--- config.mk ---
export PLATFORM = sky130hd
export DESIGN_NAME = au2
export DESIGN_NICKNAME = d
export VERILOG_FILES = /design/src/rtl/au_pkg.sv /design/src/rtl/au2_core.sv /design/src/rtl/au2.sv
export SDC_FILE = /design/constraint.sdc
export NUM_CORES = 1
export LEC_CHECK = 0
export ABC_AREA = 1
export CAP_MARGIN = 20
export CORE_ASPECT_RATIO = 1.4
export CORE_MARGIN = 3
export CORE_UTILIZATION = 40
export CTS_CLUSTER_DIAMETER = 100
export DETAILED_ROUTE_END_ITERATION = 8
export GPL_ROUTABILITY_DRIVEN = 0
export PLACE_DENSITY = 0.63
export SYNTH_ARGS = -nofsm -noshare
export SYNTH_HDL_FRONTEND = slang
export SYNTH_SLANG_ARGS = --single-unit
export TNS_END_PERCENT = 10
--- constraint.sdc ---
create_clock -name clk -period 2.6 [get_ports clk]
set_clock_uncertainty 0.15 [all_clocks]
set_input_delay 0.78 -clock clk [delete_from_list [all_inputs] [get_ports clk]]
set_output_delay 0.78 -clock clk [all_outputs]
set_load 0.1 [all_outputs]
--- src/rtl/au_pkg.sv ---
// Shared definitions for the AU family: opcode encodings and the default
// operand width.
package au_pkg;

  localparam int AU_W   = 16;
  localparam int AU_MSB = AU_W - 1;

  localparam logic [1:0] AU_SUB  = 2'b00;
  localparam logic [1:0] AU_ADD  = 2'b01;
  localparam logic [1:0] AU_MAX  = 2'b10;
  localparam logic [1:0] AU_MAX2 = 2'b11;

endpackage

--- src/rtl/au2_core.sv ---
// Combinational AU kernel: wrapping signed sub/add or signed max with an
// overflow flag. Shared with the unregistered AU variants.
module au2_core
  import au_pkg::*;
#(
  parameter int msb = AU_MSB
) (
  input  logic signed [msb:0] a,
  input  logic signed [msb:0] b,
  input  logic        [1:0]   ctrl,
  output logic signed [msb:0] res,
  output logic                ovf
);

  logic [msb+1:0] diff_w;
  logic [msb+1:0] sum_w;

  // Overflow is flagged when the sign-extended W+1 bit result has its top two
  // bits disagreeing, i.e. the truncated result no longer fits in W bits.
  function automatic logic wrap_ovf(input logic [msb+1:0] wide);
    return wide[msb+1] ^ wide[msb];
  endfunction

  function automatic logic signed [msb:0] smax(input logic signed [msb:0] x,
                                               input logic signed [msb:0] y);
    return (x >= y) ? x : y;
  endfunction

  assign diff_w = {a[msb], a} - {b[msb], b};
  assign sum_w  = {a[msb], a} + {b[msb], b};

  always_comb begin
    res = '0;
    ovf = 1'b0;
    case (ctrl)
      AU_SUB: begin
        res = $signed(diff_w[msb:0]);
        ovf = wrap_ovf(diff_w);
      end
      AU_ADD: begin
        res = $signed(sum_w[msb:0]);
        ovf = wrap_ovf(sum_w);
      end
      AU_MAX, AU_MAX2: begin
        res = smax(a, b);
        ovf = 1'b0;
      end
      default: begin
        res = '0;
        ovf = 1'b0;
      end
    endcase
  end

endmodule

--- src/rtl/au2.sv ---
// Registered 2-input signed arithmetic unit for the SRA datapath: one cycle of
// latency, one operation per clock, no backpressure.
module au2
  import au_pkg::*;
#(
  parameter int msb = AU_MSB
) (
  input  logic                clk,
  input  logic                rst,
  input  logic signed [msb:0] In1,
  input  logic signed [msb:0] In2,
  input  logic        [1:0]   ctrl,
  input  logic                in_valid,
  output logic signed [msb:0] Out,
  output logic                out_valid,
  output logic                ovf
);

  logic signed [msb:0] res_p0;
  logic                ovf_p0;
  logic signed [msb:0] res_p1;
  logic                ovf_p1;
  logic                vld_p1;

  au2_core #(.msb(msb)) u_core (
    .a    (In1),
    .b    (In2),
    .ctrl (ctrl),
    .res  (res_p0),
    .ovf  (ovf_p0)
  );

  // p0 -> p1: result and flag hold across idle cycles; reset clears everything
  // so an in-flight result is never presented.
  always_ff @(posedge clk) begin
    if (rst) begin
      res_p1 <= '0;
      ovf_p1 <= 1'b0;
      vld_p1 <= 1'b0;
    end else begin
      vld_p1 <= in_valid;
      if (in_valid) begin
        res_p1 <= res_p0;
        ovf_p1 <= ovf_p0;
      end
    end
  end

  assign Out       = res_p1;
  assign ovf       = ovf_p1;
  assign out_valid = vld_p1;

endmodule

==> results.yml <==
status:
  status: "finished, final reports clean"
global_routing:
  grt_pass1_wl_mm: 19.3
  grt_antenna_before_repair: 0
  overflow: 0
  grt_usage_pct: 26.9
  grt_start_max_net_pins: 24
  grt_pass1_vias: 4173
clock_tree:
  htreeDepth: 1
  cts.reportedPaths.clkPinSlew_ns: 0.10
  numCtsBuffers: 3
  clock_latency_ns: 0.26
  cts_tree: "yes"
  root_buffer: "clkbuf_8"
  clockBufferDepth: 2
  cts_sinks: 18
routing:
  dr_wl_met3_um: 672
  drt_iter0_markers: 265
  vias: 4324
  detail-route-antenna-nets: 0
  wl_met2_mm: 6.87
  routed_wl_mm: 13.2
  wl_met1_mm: 4.77
  viasPerCell: 5.42
  drt_pass1_iterations: 5
  drcViolationCount: 0
  avgRoutedWirePerCell_um: 16.6
  top_layer_used: "met4"
sta:
  hold_viol: 0
  hold-worst-slack_ns: 0.332
  slew_headroom_pct: 63.8
  worst_slack_ns: 0.0339
  period_share_pct: 98.7
  maxSlewViolCount: 0
  worst_slew_pin_slew_ns: 0.542
  fmax_ghz: 0.390
  rsz0062_at_grt: "yes"
  fin_crit_ns: 2.57
  setup_violations: 0
finish:
  fin_nets: 773
  n_antenna_cell: 0
  final_cells: 798
  drive_gt1_share_pct: 52.5
  stdcell_area_um2: 5380
  postLayoutCoreUtil_pct: 71.3
  syn2layout_area_growth_pct: 69.3
place:
  hpwl_mm: 8.97
  port_buffers: 54
  dpl.cell_count: 764
  placed_area_um2: 4560
  pre_cts_ws_ns: -0.753
worst_setup_path:
  required_ns: 2.67
  startpoint_type: "input port"
  r2r_end: "Out[8]$_SDFFE_PP0P_"
  r2r_cells: 2
  r2r_setup_slack_ns: 1.73
  critPathLaunch: "In1[0]"
  crit_end: "Out[8]$_SDFFE_PP0P_"
  critical_path_arrival_ns: 2.63
  path_class: "input port to register"
  critPathCaptureType: "register"
  cp_max_fo: 3
  reg2reg_from: "Out[8]$_SDFFE_PP0P_"
synth:
  synth_area_um2: 3180
  ys_ff_latch: 18
  synth_cell_types: 41
  avgSynthCellArea_um2: 6.20
  synth.top_cells.by_count: "102 x nand2_1, 68 x inv_1, 57 x nor2_1, 45 x o21ai_0, 42 x a21oi_1"
  synth_nets: 584
  async_flop_share_pct: 0
  synth_top_area_share_pct: 12.6
  synth_edf_count: 0
  ys.warnings.count: 0
  synthCells: 513
  yosys.area.top_type: "ha_1"
  ys.flop_type: "dfxtp_1"
  yosysMostFrequentCell: "nand2_1"
  ys_top_cells_by_area: "ha_1 13%, nand2_1 12%, dfxtp_1 11%"
  ys_seq_area_share_pct: 11.3
power:
  power.leakage_nw: 2.67
  power.density_nw_per_um2: 381
  ir_drop_mv: 0.279
floorplan:
  num_io_pins: 55
  fp.dieArea_um2: 9070
  core_um2: 7550
  initial_utilization_pct: 42.1
  fp-row-count: 37
  dieWidth_um: 81.3
  die_height_um: 111
flow_run:
  maxCapViolations: 0
worst_hold_path:
  worstHoldStart: "Out[0]$_SDFFE_PP0P_"
  hold_path.class: "register to register"
-- metrics by stage --
step | TNS [ns] | power, mW
6_report | 0 | 2.05
5_1_grt | -0.280 | 2.15
4_1_cts | 0 | 1.89
3_5_place_dp | -12.09 | 1.49
3_3_place_gp | -11.24 | 1.47
2_1_floorplan | 0 | 1.04
-- how the worst min path moves through the flow --
stage	slack (ns)	to	cells past startpoint
final	0.33	Out[0]$_SDFFE_PP0P_	2
after global routing	0.38	Out[0]$_SDFFE_PP0P_	2
after CTS	0.33	Out[0]$_SDFFE_PP0P_	2
after detailed placement	0.32	Out[0]$_SDFFE_PP0P_	2
after global placement	0.31	Out[0]$_SDFFE_PP0P_	2
after floorplan	0.70	Out[0]$_SDFFE_PP0P_	1
-- per-layer routing --
metal / GRT usage (%) / up-vias
met5: 0 / -
li1: - / 2044
met1: 29.9 / 2012
met2: 46.9 / 191
met4: 17.5 / 0
met3: 2.51 / 77
-- layout make-up --
class / instances / area, um^2
Clock buffer: 4 / 55.1
Fill cell: 603 / 2160
Inverter: 71 / 269
Multi-Input combinational cell: 404 / 2990
Sequential cell: 18 / 360
Tap cell: 97 / 121
Timing Repair Buffer: 204 / 1580
-- cells in the final DEF, fill, tap and decap left out, types with 3 or more instances in the layout --
| cell type | netlist | final |
|---|---|---|
| nor3_2 | 0 | 3 |
| dfxtp_1 | 18 | 18 |
| nor2_2 | 1 | 5 |
| buf_4 | 3 | 157 |
| a21oi_2 | 14 | 20 |
| a21oi_1 | 42 | 30 |
| ha_4 | 0 | 15 |
| clkdlybuf4s50_1 | 0 | 4 |
| clkdlybuf4s15_2 | 0 | 3 |
| clkbuf_2 | 0 | 19 |
| nand3_2 | 2 | 7 |
| nor2_4 | 1 | 5 |
| o21ai_0 | 45 | 33 |
| nand3_1 | 33 | 25 |
| buf_12 | 1 | 5 |
| inv_2 | 3 | 21 |
| clkbuf_8 | 0 | 4 |
| buf_6 | 8 | 6 |
| o21ai_1 | 2 | 11 |
| nand3_4 | 1 | 4 |
| buf_2 | 2 | 6 |
| nor2_1 | 57 | 49 |
| inv_1 | 68 | 49 |
| ha_2 | 0 | 3 |
| nand2_8 | 1 | 3 |
| o21bai_1 | 6 | 4 |
| xor2_1 | 3 | 3 |
| nand2_4 | 8 | 22 |
| nand2_1 | 102 | 71 |
| nand2_2 | 15 | 31 |
| nor3_1 | 6 | 3 |
| o21ai_2 | 11 | 14 |
| a21oi_4 | 0 | 6 |
| ha_1 | 32 | 14 |
| nand4_1 | 4 | 4 |
-- registers in the layout (all words and copies together) (netlist names) --
register	count
Out	16
out_valid	1
ovf	1
-- power by group --
group	switching [mW]	leakage (nW)	internal (mW)
Combinational	0.859	2.50	0.613
Sequential	0.0142	0.149	0.300
Clock	0.128	0.0288	0.135
-- what timing repair did --
item                       in CTS  in global routing
hold endpoints to repair        0                  0
gates cloned                    1                  0
gates resized for setup       144                117
setup buffers                  19                 10
hold buffers                    0                  0
setup endpoints to repair      17                 17
pin swaps                      36                 55
-- kinds of logic (layout without fill, tap and decap cells) --
group           Yosys count  count (layout)  share of synthesized area [%]
flops                    18              18                           11.3
simple gates            237             238                           35.5
buf+inv                  92             279                           14.0
compound gates          129             129                           24.4
xor+xnor                  3               3                          0.827
fa+ha+maj                34              34                           13.9
-- critical path, cell delays in order --
cell and delay, ns:
clkbuf_2 0.11, inv_1 0.05, ha_2 0.19, fa_2 0.35
inv_2 0.08, nand3_1 0.09, nand2_2 0.12, a21oi_4 0.08
o21ai_1 0.18, buf_4 0.15, o21ai_0 0.10, a21oi_1 0.15
nor2_1 0.07, a21oi_2 0.13
(Power assumes the default switching activity.)
